### src/rtl/dcs_reg_resp_streamer.sv
// DSI peripheral read-response engine: decodes DCS/generic reads, looks up a 4-entry response
// table, requests the bus on host turnaround and streams long-packet payload words.
module dcs_reg_resp_streamer #(
  parameter logic [1:0]  VC      = 2'd0,
  parameter int unsigned MAX_LEN = 8
) (
  input  logic        clk_periph,
  input  logic        rstn,
  input  logic [23:0] mipi_periph_rx_cmd,
  input  logic        mipi_periph_rx_cmd_valid,
  input  logic        mipi_periph_dphy_direction,
  input  logic        mipi_periph_tx_cmd_ack,
  input  logic        mipi_periph_tx_payload_en,
  input  logic        mipi_periph_tx_payload_en_last,
  input  logic        cfg_wr_en,
  input  logic [5:0]  cfg_addr,
  input  logic [7:0]  cfg_wdata,
  output logic [31:0] mipi_periph_tx_payload,
  output logic [1:0]  mipi_periph_tx_cmd_vc,
  output logic [5:0]  mipi_periph_tx_cmd_data_type,
  output logic [15:0] mipi_periph_tx_cmd_byte_count,
  output logic        mipi_periph_tx_cmd_req,
  output logic        busy,
  output logic        err_unmapped,
  output logic        err_overrun
);

  typedef enum logic [2:0] {StIdle, StLookup, StArmed, StReq, StStream} state_e;

  localparam logic [3:0] MaxLen4 = 4'(MAX_LEN);
  localparam logic [7:0] MaxLen8 = 8'(MAX_LEN);

  // Response table
  logic [7:0]               key_q [4];
  logic [7:0]               len_q [4];
  logic [MAX_LEN-1:0][7:0]  tbl_q [4];

  logic [1:0] cfg_entry;
  logic [3:0] cfg_field;
  assign cfg_entry = cfg_addr[5:4];
  assign cfg_field = cfg_addr[3:0];

  always_ff @(posedge clk_periph or negedge rstn) begin
    if (!rstn) begin
      for (int i = 0; i < 4; i++) begin
        key_q[i] <= '0;
        len_q[i] <= '0;
        tbl_q[i] <= '0;
      end
    end else if (cfg_wr_en) begin
      if (cfg_field == 4'd0) begin
        key_q[cfg_entry] <= cfg_wdata;
      end else if (cfg_field == 4'd1) begin
        len_q[cfg_entry] <= cfg_wdata;
      end else begin
        for (int j = 0; j < MAX_LEN; j++) begin
          if (int'(cfg_field) == j + 2) tbl_q[cfg_entry][j] <= cfg_wdata;
        end
      end
    end
  end

  // Packs word widx of a byte buffer; bytes at or beyond len read as zero.
  function automatic logic [31:0] pack_word(input logic [MAX_LEN-1:0][7:0] b,
                                            input logic [3:0] len, input logic [3:0] widx);
    logic [31:0] w;
    w = '0;
    for (int j = 0; j < MAX_LEN; j++) begin
      if ((j / 4 == int'(widx)) && (j < int'(len))) w[8*(j%4) +: 8] = b[j];
    end
    return w;
  endfunction

  state_e                  state_q, state_d;
  logic                    dir_q;
  logic                    gen_q, gen_d;
  logic [7:0]              addr_q, addr_d;
  logic [MAX_LEN-1:0][7:0] shadow_q, shadow_d;
  logic [3:0]              slen_q, slen_d;
  logic                    long_q, long_d;
  logic [3:0]              widx_q, widx_d;
  logic [5:0]              type_q, type_d;
  logic [15:0]             count_q, count_d;
  logic [31:0]             payload_q, payload_d;
  logic                    req_q, req_d;
  logic                    unmapped_q, unmapped_d;
  logic                    overrun_q, overrun_d;

  logic       rd_req;
  logic       hit;
  logic [1:0] sel;
  logic [3:0] len_sat;
  logic [3:0] eff_len;

  assign rd_req = mipi_periph_rx_cmd_valid &&
                  (mipi_periph_rx_cmd[5:0] == 6'h06 || mipi_periph_rx_cmd[5:0] == 6'h14);

  logic unused_rx;
  assign unused_rx = ^{mipi_periph_rx_cmd[23:16], mipi_periph_rx_cmd[7:6]};

  // Lowest matching entry index wins.
  always_comb begin
    hit = 1'b0;
    sel = 2'd0;
    for (int i = 3; i >= 0; i--) begin
      if (key_q[i] == addr_q) begin
        hit = 1'b1;
        sel = 2'(i);
      end
    end
  end

  assign len_sat = (len_q[sel] > MaxLen8) ? MaxLen4 : len_q[sel][3:0];
  assign eff_len = hit ? len_sat : 4'd0;

  always_comb begin
    state_d    = state_q;
    gen_d      = gen_q;
    addr_d     = addr_q;
    shadow_d   = shadow_q;
    slen_d     = slen_q;
    long_d     = long_q;
    widx_d     = widx_q;
    type_d     = type_q;
    count_d    = count_q;
    payload_d  = payload_q;
    req_d      = req_q;
    unmapped_d = 1'b0;
    overrun_d  = rd_req && (state_q != StIdle);

    unique case (state_q)
      StIdle: begin
        if (rd_req) begin
          gen_d   = (mipi_periph_rx_cmd[5:0] == 6'h14);
          addr_d  = mipi_periph_rx_cmd[15:8];
          state_d = StLookup;
        end
      end
      StLookup: begin
        shadow_d  = hit ? tbl_q[sel] : '0;
        slen_d    = eff_len;
        long_d    = (eff_len >= 4'd3);
        widx_d    = 4'd0;
        payload_d = '0;
        if (eff_len == 4'd0) begin
          type_d     = gen_q ? 6'h11 : 6'h21;
          count_d    = 16'h0000;
          unmapped_d = 1'b1;
        end else if (eff_len == 4'd1) begin
          type_d  = gen_q ? 6'h11 : 6'h21;
          count_d = {8'h00, tbl_q[sel][0]};
        end else if (eff_len == 4'd2) begin
          type_d  = gen_q ? 6'h12 : 6'h22;
          count_d = {tbl_q[sel][1], tbl_q[sel][0]};
        end else begin
          type_d    = gen_q ? 6'h1A : 6'h1C;
          count_d   = {12'h000, eff_len};
          payload_d = pack_word(tbl_q[sel], eff_len, 4'd0);
        end
        state_d = StArmed;
      end
      StArmed: begin
        if (dir_q && !mipi_periph_dphy_direction) begin
          req_d   = 1'b1;
          state_d = StReq;
        end
      end
      StReq: begin
        if (mipi_periph_tx_cmd_ack) begin
          req_d   = 1'b0;
          state_d = long_q ? StStream : StIdle;
        end
      end
      StStream: begin
        if (mipi_periph_tx_payload_en) begin
          if (mipi_periph_tx_payload_en_last) begin
            payload_d = '0;
            state_d   = StIdle;
          end else begin
            // Saturate so an overrun keeps reading zeros instead of wrapping.
            widx_d    = (widx_q == 4'hF) ? widx_q : widx_q + 4'd1;
            payload_d = pack_word(shadow_q, slen_q, widx_d);
          end
        end
      end
      default: state_d = StIdle;
    endcase
  end

  always_ff @(posedge clk_periph or negedge rstn) begin
    if (!rstn) begin
      state_q    <= StIdle;
      dir_q      <= 1'b0;
      gen_q      <= 1'b0;
      addr_q     <= '0;
      shadow_q   <= '0;
      slen_q     <= '0;
      long_q     <= 1'b0;
      widx_q     <= '0;
      type_q     <= '0;
      count_q    <= '0;
      payload_q  <= '0;
      req_q      <= 1'b0;
      unmapped_q <= 1'b0;
      overrun_q  <= 1'b0;
    end else begin
      state_q    <= state_d;
      dir_q      <= mipi_periph_dphy_direction;
      gen_q      <= gen_d;
      addr_q     <= addr_d;
      shadow_q   <= shadow_d;
      slen_q     <= slen_d;
      long_q     <= long_d;
      widx_q     <= widx_d;
      type_q     <= type_d;
      count_q    <= count_d;
      payload_q  <= payload_d;
      req_q      <= req_d;
      unmapped_q <= unmapped_d;
      overrun_q  <= overrun_d;
    end
  end

  assign mipi_periph_tx_payload        = payload_q;
  assign mipi_periph_tx_cmd_vc         = VC;
  assign mipi_periph_tx_cmd_data_type  = type_q;
  assign mipi_periph_tx_cmd_byte_count = count_q;
  assign mipi_periph_tx_cmd_req        = req_q;
  assign busy                          = (state_q != StIdle);
  assign err_unmapped                  = unmapped_q;
  assign err_overrun                   = overrun_q;

endmodule

### config.mk
export PLATFORM = sky130hd
export DESIGN_NAME = dcs_reg_resp_streamer
export DESIGN_NICKNAME = d
export VERILOG_FILES = /design/src/rtl/dcs_reg_resp_streamer.sv
export SDC_FILE = /design/constraint.sdc
export NUM_CORES = 1
export LEC_CHECK = 0
export BUFFER_PORTS_ARGS = -buffer_cell sky130_fd_sc_hd__buf_2
export CORE_MARGIN = 2
export CORE_UTILIZATION = 64
export CTS_BUF_LIST = sky130_fd_sc_hd__clkbuf_2 sky130_fd_sc_hd__clkbuf_4 sky130_fd_sc_hd__clkbuf_8
export CTS_CLUSTER_DIAMETER = 50
export DETAILED_ROUTE_END_ITERATION = 8
export PLACE_DENSITY = 0.83
export SLEW_MARGIN = 10
export SYNTH_ARGS = -nofsm -noshare
export SYNTH_HDL_FRONTEND = slang
export SYNTH_SLANG_ARGS = --single-unit
### constraint.sdc
create_clock -name clk_periph -period 3.7 [get_ports clk_periph]
set_input_delay 0.74 -clock clk_periph [delete_from_list [all_inputs] [get_ports clk_periph]]
set_output_delay 0.74 -clock clk_periph [all_outputs]
set_load 0.01 [all_outputs]
== Word-level counts from Yosys, hierarchy flattened ==
Cells that the tools add are included.
Operators by class
  order comparisons: 17
  shift-type cells: 0
  multiply operators: 0
  $add $sub $neg: 1
  divide/modulo/power cells: 0
  reduce and logical (&&, ||, !) cells: 29
  muxes and demuxes: 117
  equality and inequality tests: 29
  bitwise operators: 4
Operator list (number)
  256-bit two-way mux: 29
  256-bit bitwise mux: 8
  64-bit demux with 2-bit select: 8
  64-bit two-way mux: 4
  32-bit two-way mux: 6
  64-bit binary-select mux with 2-bit select: 1
  8-bit two-way mux: 16
  32-bit bitwise mux: 2
  16-bit two-way mux: 4
  32-bit case mux with 2 select lines: 1
  56-bit two-way mux: 1
  48-bit two-way mux: 1
  40-bit two-way mux: 1
  8-bit equality test: 4
  6-bit two-way mux: 5
  4-bit equality test (second input constant): 7
  24-bit two-way mux: 1
  3-bit two-way mux: 7
  4-bit two-way mux: 5
  8-bit binary-select mux with 2-bit select: 1
  8-bit demux with 2-bit select: 1
  1-bit by 4-bit less-than comparator with 1-bit output (first input constant): 4
  2-bit by 4-bit less-than comparator with 1-bit output (first input constant): 4
  3-bit by 4-bit less-than comparator with 1-bit output (first input constant): 4
  32 further kinds: 72
Word-level totals
  memories: 0
  bits in read-only memories: 0
  output and inout port bits: 60
  bits in latches: 0
  RAM bits: 0
  word-level logic and storage cells: 258
  bits of input ports: 46
  register bits after elaboration: 463

== Logic depth before layout (Yosys ltp) ==
Gate-level depths: netlist (run 1).
  depth in word-level cells: 42
  depth in mapped cells: 12
  gate-level depth less buffers: 9

== Worst setup path after synthesis (run 1) ==
Ideal clock, no wire load.
  path kind: register to register
  from: reg addr_q[4]
  to: reg payload_q[10] (netlist: mipi_periph_tx_payload[10])
  library setup time: 123 ps
  arrival: 2547 ps
  clock period less this slack: 2670 ps
  slack: 1030 ps
  data required time: 3577 ps
  buffers on the path: 3
  stages on the path, launching flop included: 12
  cells stage by stage: dfrtp_1 -> buf_6 -> xor2_1 -> nor4_1 -> nand2_1 -> buf_6 -> or3_4 -> o221a_4 -> a2111oi_4 -> nand2b_4 -> buf_12 -> o21ai_2
On the way
  word-level cells in the longest chain between the ends: 18
  elaborated cells on any way between the ends: 31
  those cells by class: order compare (2); eq/ne (6); mux (21); bitwise (1); reduce/logical (1)
Ends and longest elaborated chain
  from (decl): RTL line 77  | logic [7:0] addr_q, addr_d;
  from (signal assigned): RTL line 210  | addr_q <= addr_d;
  8-bit equality test: RTL line 106  | if (key_q[i] == addr_q) begin
  2-bit two-way mux (4 in a row): RTL line 106
  2-bit inverter with 3-bit output (implied by the code): RTL line 113, 158
  8-bit binary-select mux with 2-bit select: RTL line 113  | assign len_sat = (len_q[sel] > MaxLen8) ? MaxLen4 : len_q[sel][3:0];
  8-bit two-way mux (implied by the code) (2 in a row): RTL line 113
  8-bit by 4-bit greater-than comparator with 1-bit output: RTL line 113
  4-bit two-way mux: RTL line 113
  4-bit two-way mux: RTL line 114  | assign eff_len = hit ? len_sat : 4'd0;
  1-bit by 4-bit less-than comparator with 1-bit output: RTL line 69  | if ((j / 4 == int'(widx)) && (j < int'(len))) w[8*(j%4) +: 8] = b[j];
  8-bit two-way mux: RTL line 69
  32-bit two-way mux: RTL line 152  | end else if (eff_len == 4'd2) begin
  32-bit two-way mux: RTL line 149  | end else if (eff_len == 4'd1) begin
  32-bit two-way mux (*): RTL line 145  | if (eff_len == 4'd0) begin
  32-bit case mux with 2 select lines (*): RTL line 131  | unique case (state_q)
  to (signal assigned): RTL line 217  | payload_q <= payload_d;
  to (decl): RTL line 84  | logic [31:0] payload_q, payload_d;
Mark *: on every way between the ends. The rest lies on a longest branch, timed or not. The select of a mux whose other input is x is not followed.
A chain may end at the register's enable or synchronous reset.

== Worst setup path in the final report (run 1) ==
  from: reg addr_q[7]
  to: reg count_q[2] (netlist: mipi_periph_tx_cmd_byte_count[2])
On the way
  word-level cells in the longest chain between the ends: 16
  elaborated cells on any way between the ends: 28
  those cells by class: order compare (1); eq/ne (6); mux (19); bitwise (1); reduce/logical (1)
Ends and longest elaborated chain
  8-bit equality test: RTL line 106
  2-bit two-way mux (4 in a row): RTL line 106
  2-bit inverter with 3-bit output (implied by the code): RTL line 113, 151, 154
  8-bit binary-select mux with 2-bit select: RTL line 113
  8-bit two-way mux (implied by the code) (2 in a row): RTL line 113
  8-bit by 4-bit greater-than comparator with 1-bit output: RTL line 113
  4-bit two-way mux: RTL line 113
  4-bit two-way mux: RTL line 114
  4-bit by 2-bit equality test with 1-bit output: RTL line 152
  16-bit two-way mux: RTL line 152
  16-bit two-way mux: RTL line 149
  16-bit two-way mux (*): RTL line 145
  to (signal assigned): RTL line 216  | count_q <= count_d;
  to (decl): RTL line 83  | logic [15:0] count_q, count_d;
Marks and branches as above.

==> results of run 1 <==
state kept, by name (all words and copies together) (netlist names), 3 cells and up:
| register | cells |
|---|---|
| tbl_q | 256 |
| widx_q | 4 |
| key_q | 32 |
| mipi_periph_tx_cmd_data_type | 6 |
| slen_q | 4 |
| mipi_periph_tx_cmd_byte_count | 16 |
| len_q | 32 |
| shadow_q | 64 |
| state_q | 3 |
| addr_q | 8 |
| mipi_periph_tx_payload | 32 |
cells in the mapped netlist (2+ instances only):
| library cell | instances |
|---|---|
| a21oi_1 | 62 |
| a222oi_1 | 32 |
| a22o_1 | 18 |
| a22oi_1 | 9 |
| a2bb2oi_1 | 4 |
| a2bb2oi_2 | 2 |
| a31oi_1 | 12 |
| a32o_1 | 3 |
| and2_1 | 4 |
| buf_1 | 4 |
| buf_2 | 10 |
| buf_4 | 6 |
| buf_6 | 6 |
| clkbuf_1 | 84 |
| dfrtp_1 | 463 |
| ha_1 | 2 |
| inv_1 | 14 |
| mux2_2 | 369 |
| mux2i_1 | 42 |
| mux4_2 | 8 |
| nand2_1 | 173 |
| nand2_2 | 2 |
| nand2b_1 | 6 |
| nand3_1 | 39 |
| nand3b_1 | 3 |
| nand4_1 | 7 |
| nor2_1 | 59 |
| nor2_2 | 2 |
| nor2b_1 | 5 |
| nor3_1 | 7 |
| nor3b_1 | 2 |
| nor4_1 | 8 |
| nor4_4 | 3 |
| nor4b_1 | 2 |
| o21a_1 | 3 |
| o21ai_0 | 98 |
| o21ai_1 | 2 |
| o21ai_2 | 8 |
| o221ai_1 | 6 |
| o22a_1 | 2 |
| o2bb2ai_1 | 4 |
| or2_2 | 2 |
| xnor2_1 | 17 |
| xor2_1 | 17 |
stage by stage:
step | setup slack (ns) | utilization | std cells | total power (W)
6_report | 0.393 | 0.727 | 2196 | 0.0169
5_1_grt | 0.187 | 0.727 | 2196 | 0.0177
4_1_cts | 0.394 | 0.727 | 2195 | 0.0168
3_5_place_dp | 0.453 | 0.679 | 2074 | 0.0124
3_3_place_gp | 0.528 | 0.679 | 2074 | 0.0121
2_1_floorplan | 1.03 | - | 1659 | 0.0105
worst paths after layout:
kind | start | endpoint | slack (ns)
min in group clk_periph | mipi_periph_dphy_direction | dir_q$_DFF_PN0_ | 0.27
worst max register to register | addr_q[7]$_DFFE_PN0P_ | mipi_periph_tx_cmd_byte_count[2]$_DFFE_PN0P_ | 0.39
worst min-delay path | rstn | addr_q[4]$_DFFE_PN0P_ | 0.17
worst max-delay path | addr_q[7]$_DFFE_PN0P_ | mipi_periph_tx_cmd_byte_count[2]$_DFFE_PN0P_ | 0.39
worst min register to register | mipi_periph_tx_cmd_byte_count[7]$_DFFE_PN0P_ | mipi_periph_tx_cmd_byte_count[7]$_DFFE_PN0P_ | 0.47
max in group asynchronous | rstn | tbl_q[157]$_DFFE_PN0P_ | 2.46
power by group:
part	leakage [nW]	switching (W)	internal (W)
Combinational	3.81	0.00338	0.00222
Clock	0.800	0.00193	0.00253
Sequential	6.17	0.000710	0.00609
per-layer routing:
layer  global-route usage  vias to the layer above  wire, microns
met5                    0                        -             20
met4               0.0902                        4           1080
met2                0.477                      620          23400
met3               0.0676                       96           4230
met1                0.417                     7264          20900
li1                     -                     6165              -
placed cells by master, fill, tap and decap left out, drive strengths merged, types with 4 or more instances in the layout:
cell and count:
nand2b 7, buf 124, dfrtp 463, nand3 40
nor2b 5, o2bb2ai 4, clkbuf 113, xor2 17
nand4 7, inv 14, a2bb2oi 6, nor2 61
clkinv 5, a31oi 13, nor4 11, a222oi 32
o221ai 6, a21oi 63, mux2i 42, nand2 175
a22oi 9, mux4 8, xnor2 17, mux2 369
o21ai 108, a22o 18, nor3 7, and2 5
worst reg2reg max path: cells and delay by family (launching register included):
kind / cells / cell delay (ns)
AO/OA/AOI/OAI: 3 / 1.26
XOR/XNOR: 1 / 0.23
AND/OR/NAND/NOR: 4 / 1.08
buffers and inverters: 1 / 0.17
flip-flops: 1 / 0.48
area by class of cell:
| class | instances | area [sq um] |
|---|---|---|
| Sequential cell | 463 | 11600 |
| Fill cell | 2059 | 8640 |
| Multi-Input combinational cell | 1071 | 8540 |
| Clock buffer | 113 | 1440 |
| Timing Repair Buffer | 124 | 796 |
| Tap cell | 402 | 503 |
| Clock inverter | 8 | 70.1 |
| Inverter | 14 | 52.6 |
| Antenna cell | 1 | 2.50 |
cells by family (layout without fill, tap and decap cells):
logic type               count (synthesis)  count (layout)  share of synthesized area
flip-flops                             463             463                      0.561
multiplexers                           419             419                      0.230
AND/OR/NAND/NOR                        333             333                     0.0741
AO/OA/AOI/OAI                          281             281                     0.0919
buffers and inverters                  125             259                     0.0274
XOR/XNOR                                34              34                     0.0144
adder cells (fa/ha/maj)                  2               2                    0.00121
other                                    1               3                   0.000181
==> metrics.txt, run 1 <==
status complete, no violations; setup repair after global routing missed its margin false; Die W 184 microns; worst skew pair latency 0.60 ns; Starting Density 0.653; Arrival @ worst endpoint 3.80 ns; initial antenna violation count 4; Total GRT Usage 0.300; worst slew pin tran 1.09 ns; DRC 0; Max Cap Violations 0; clk slew on worst S/H paths 0.06 ns; PwrDens 733 nW/um^2; sequential fraction of the synthesis area 0.561; Hold Vio Cnt, Final 0; post-CTS sizing 0; htree depth 3; crit-path max FO 11; Worst slew margin 0.275; Gate Count Post-Synth 1,658; Placed Area 21,500 sq um; total length of routed wires 49,600 microns; 1st-iter DRT viols 1,407; post-synth top area cell dfrtp_1; Worst setup EP type flop; Post-synth EDFFs 0; die footprint 33,700 sq um; Cell Chain, Critical Path xor2_1, nor4_4, nand2_1, a31oi_2, o2bb2ai_1, nor2_1, buf_4, nand4_1, o21ai_0; crit path time final 3.31 ns; share of the synthesized area in the top cell type 0.561; library cells used by synthesis 71; Post-CTS Setup Repair Bufs 0; final worst-path cycle share 0.894; Final ANT Viol Nets 0; chip height 184 microns; Reg2Reg Depth 9; drt first pass iters 5; Clock Skew 0.0305 ns; routed len/inst 22.6 microns; Hold Buf Count CTS 0; hold slack 0.166 ns; vias in the first global route 14,400; first-pass GRT wire length 78,300 microns; Post-Syn Area per Cell 12.5 sq um; # IOs 106; core area 31,600 sq um; layout cells sized above 1 0.365; final global-route overflow total 0; row cnt 65; Critical Path Slowest Stage Cell a31oi_2; clk buf depth 3; Mapped Area 20,700 sq um; Yosys reg bits 463; total CTS buffers 74; setup violators final 0; max-slew violation count 0; Worst setup SP type flop; WP data required 4.19 ns; Crit. path cell count 9; Pleak 10.8 nW; Placer Congestion 0.846; critical path class flop to flop; min-delay worst type input port to async pin; Root Buffer clkbuf_8; yosys warns 0; top_reg_cell synth dfrtp_1; Synth area leaders dfrtp_1 (56%), mux2_2 (20%), nand2_1 (3.1%); Fin Setup TNS 0 ns; Fmax achieved 302 MHz; area grow syn2layout 11.3%; WP buf/inv 1; post-route cell area 23,000 sq um; largest net degree at the start of global routing 99; dpl hpwl 31,500 microns; ys async rst share 1.00; port bufs 93; maximum VDD drop 601 uV; CTS tree yes; Top delay family on crit path compound AO/OA/AOI/OAI gates; Final nets 1,796; Vias 14,100; DR vias/cell 6.44; CTS sink cnt 463; slowest stage delay, CP 0.64 ns
(Power assumes the default switching activity.)
==> run 2: changes to the inputs <==
--- a/config.mk
+++ b/config.mk
@@ -11,7 +11,7 @@
 export CTS_BUF_LIST = sky130_fd_sc_hd__clkbuf_2 sky130_fd_sc_hd__clkbuf_4 sky130_fd_sc_hd__clkbuf_8
 export CTS_CLUSTER_DIAMETER = 50
 export DETAILED_ROUTE_END_ITERATION = 8
-export PLACE_DENSITY = 0.83
+export PLACE_DENSITY_LB_ADDON = 0.08
 export SLEW_MARGIN = 10
 export SYNTH_ARGS = -nofsm -noshare
 export SYNTH_HDL_FRONTEND = slang
==> metrics.txt, run 2 (synthesis results as in run 1) <==
DR vias/cell 6.30 (was 6.44); drt first pass iters 6 (was 5); routed len/inst 22.5 microns (was 22.6 microns); status complete, no violations (unchanged); WP data required 4.14 ns (was 4.19 ns); Post-CTS Setup Repair Bufs 0 (unchanged); area grow syn2layout 11.8% (was 11.3%); Arrival @ worst endpoint 3.74 ns (was 3.80 ns); critical path class flop to flop (unchanged); largest net degree at the start of global routing 88 (was 99); clk buf depth 3 (unchanged); max reg flops 256 (unchanged); CTS tree yes (unchanged); total CTS buffers 75 (was 74); 1st-iter DRT viols 1,554 (was 1,407); PwrDens 738 nW/um^2 (was 733 nW/um^2); Hold Vio Cnt, Final 0 (unchanged); crit-path max FO 18 (was 11); total length of routed wires 49,800 microns (was 49,600 microns); layout cells sized above 1 0.371 (was 0.365); setup violators final 0 (unchanged); Placer Congestion 0.841 (was 0.846); Fmax achieved 303 MHz (was 302 MHz); final global-route overflow total 0 (unchanged); Vias 13,900 (was 14,100); vias in the first global route 14,300 (was 14,400); dpl hpwl 31,400 microns (was 31,500 microns); Top Registers tbl_q (256), shadow_q (64) (unchanged); Clock Skew 0.0297 ns (was 0.0305 ns); port bufs 93 (unchanged); Worst setup SP type flop (unchanged); Finished Layout Cells 2,213 (was 2,196); setup repair after global routing missed its margin false (unchanged); Starting Density 0.653 (unchanged); Worst setup EP type flop (unchanged); initial antenna violation count 2 (was 4); final worst-path cycle share 0.891 (was 0.894); clk slew on worst S/H paths 0.06 ns (about the same); most frequent cells in the layout dfrtp_1 (463), mux2_2 (369), nand2_1 (173) (unchanged); min-delay worst type input port to async pin (unchanged); worst slew pin tran 1.14 ns (was 1.09 ns); Pleak 10.9 nW (was 10.8 nW); DRC 0 (unchanged); post-CTS sizing 0 (unchanged); most common cell after layout, fill and taps aside dfrtp_1 (unchanged); Worst slew margin 0.240 (was 0.275); Root Buffer clkbuf_8 (unchanged); Die W 184 microns (unchanged); htree depth 3 (unchanged); core area 31,600 sq um (unchanged); worst skew pair latency 0.62 ns (was 0.60 ns); Final nets 1,803 (was 1,796); first-pass GRT wire length 79,900 microns (was 78,300 microns); Largest Register tbl_q (unchanged); Hold Buf Count CTS 0 (unchanged); Fin Setup TNS 0 ns (unchanged); # IOs 106 (unchanged); Inst Count DP 2,080 (was 2,074); maximum VDD drop 499 uV (was 601 uV); crit path time final 3.30 ns (was 3.31 ns); Final ANT Viol Nets 0 (unchanged); row cnt 65 (unchanged); Max Cap Violations 0 (unchanged); Total GRT Usage 0.308 (was 0.300); chip height 184 microns (unchanged); CTS sink cnt 463 (unchanged); max-slew violation count 0 (unchanged); die footprint 33,700 sq um (unchanged)
==> run 2: cell count changes in the layout (fill, tap and decap cells not counted), moves of 3 or more <==
cell | previous run | this run
clkbuf_8 | 95 | 90
inv_6 | 0 | 3
clkbuf_4 | 18 | 31
buf_4 | 24 | 29
==> run 2: cell type report <==
cell class	count	area (sq um)
Fill cell	2157	8530
Timing Repair Buffer	130	853
Antenna cell	1	2.50
Clock inverter	11	88.8
Sequential cell	463	11600
Tap cell	402	503
Inverter	14	52.6
Multi-Input combinational cell	1071	8550
Clock buffer	121	1470
==> run 2: critical path, stage by stage (launching register included) <==
cell and delay [ns]:
dfrtp_1 0.47, xor2_1 0.22, nor4_4 0.34, nand2_1 0.24, a31oi_2 0.63, o2bb2ai_1 0.33, a2111oi_4 0.34, nand2b_4 0.40
o21ai_0 0.14
==> run 2: metal layers <==
layer	part of all wire	GRT usage	vias up	wire length [microns]
met5	0.00026	0	-	13
met4	0.021	0.0925	2	1050
met3	0.070	0.0672	93	3470
li1	-	-	6184	-
met1	0.46	0.455	7148	23000
met2	0.45	0.463	520	22300
==> run 2: path summary, 6_finish.rpt <==
kind	cells past startpoint	slack (ns)	from	endpoint
worst max register to register	8	0.40	addr_q[7]$_DFFE_PN0P_	mipi_periph_tx_payload[7]$_DFFE_PN0P_
max in group asynchronous	2	2.62	rstn	tbl_q[57]$_DFFE_PN0P_
worst max-delay path	8	0.40	addr_q[7]$_DFFE_PN0P_	mipi_periph_tx_payload[7]$_DFFE_PN0P_
worst min-delay path	1	0.11	rstn	key_q[28]$_DFFE_PN0P_
min in group clk_periph	1	0.25	mipi_periph_dphy_direction	dir_q$_DFF_PN0_
worst min register to register	1	0.48	state_q[2]$_DFFE_PN0P_	state_q[0]$_DFFE_PN0P_
==> run 2: power breakdown <==
part           internal, W  switching, W  total [W]
logic              0.00231       0.00339    0.00571
registers          0.00609      0.000703    0.00679
clock network      0.00253       0.00203    0.00456
total               0.0109       0.00613     0.0171
==> run 2: stage by stage <==
stage | setup slack, ns | hold WS [ns] | area [sq um] | total power (W) | utilization
after floorplan | 1.03 | 0.439 | 20700 | 0.0105 | -
after global placement | 0.552 | 0.458 | 21500 | 0.0124 | 0.681
after detailed placement | 0.444 | 0.465 | 21500 | 0.0125 | 0.681
after CTS | 0.400 | 0.127 | 23100 | 0.0171 | 0.730
after global routing | 0.187 | 0.140 | 23100 | 0.0180 | 0.730
final | 0.403 | 0.112 | 23100 | 0.0171 | 0.730
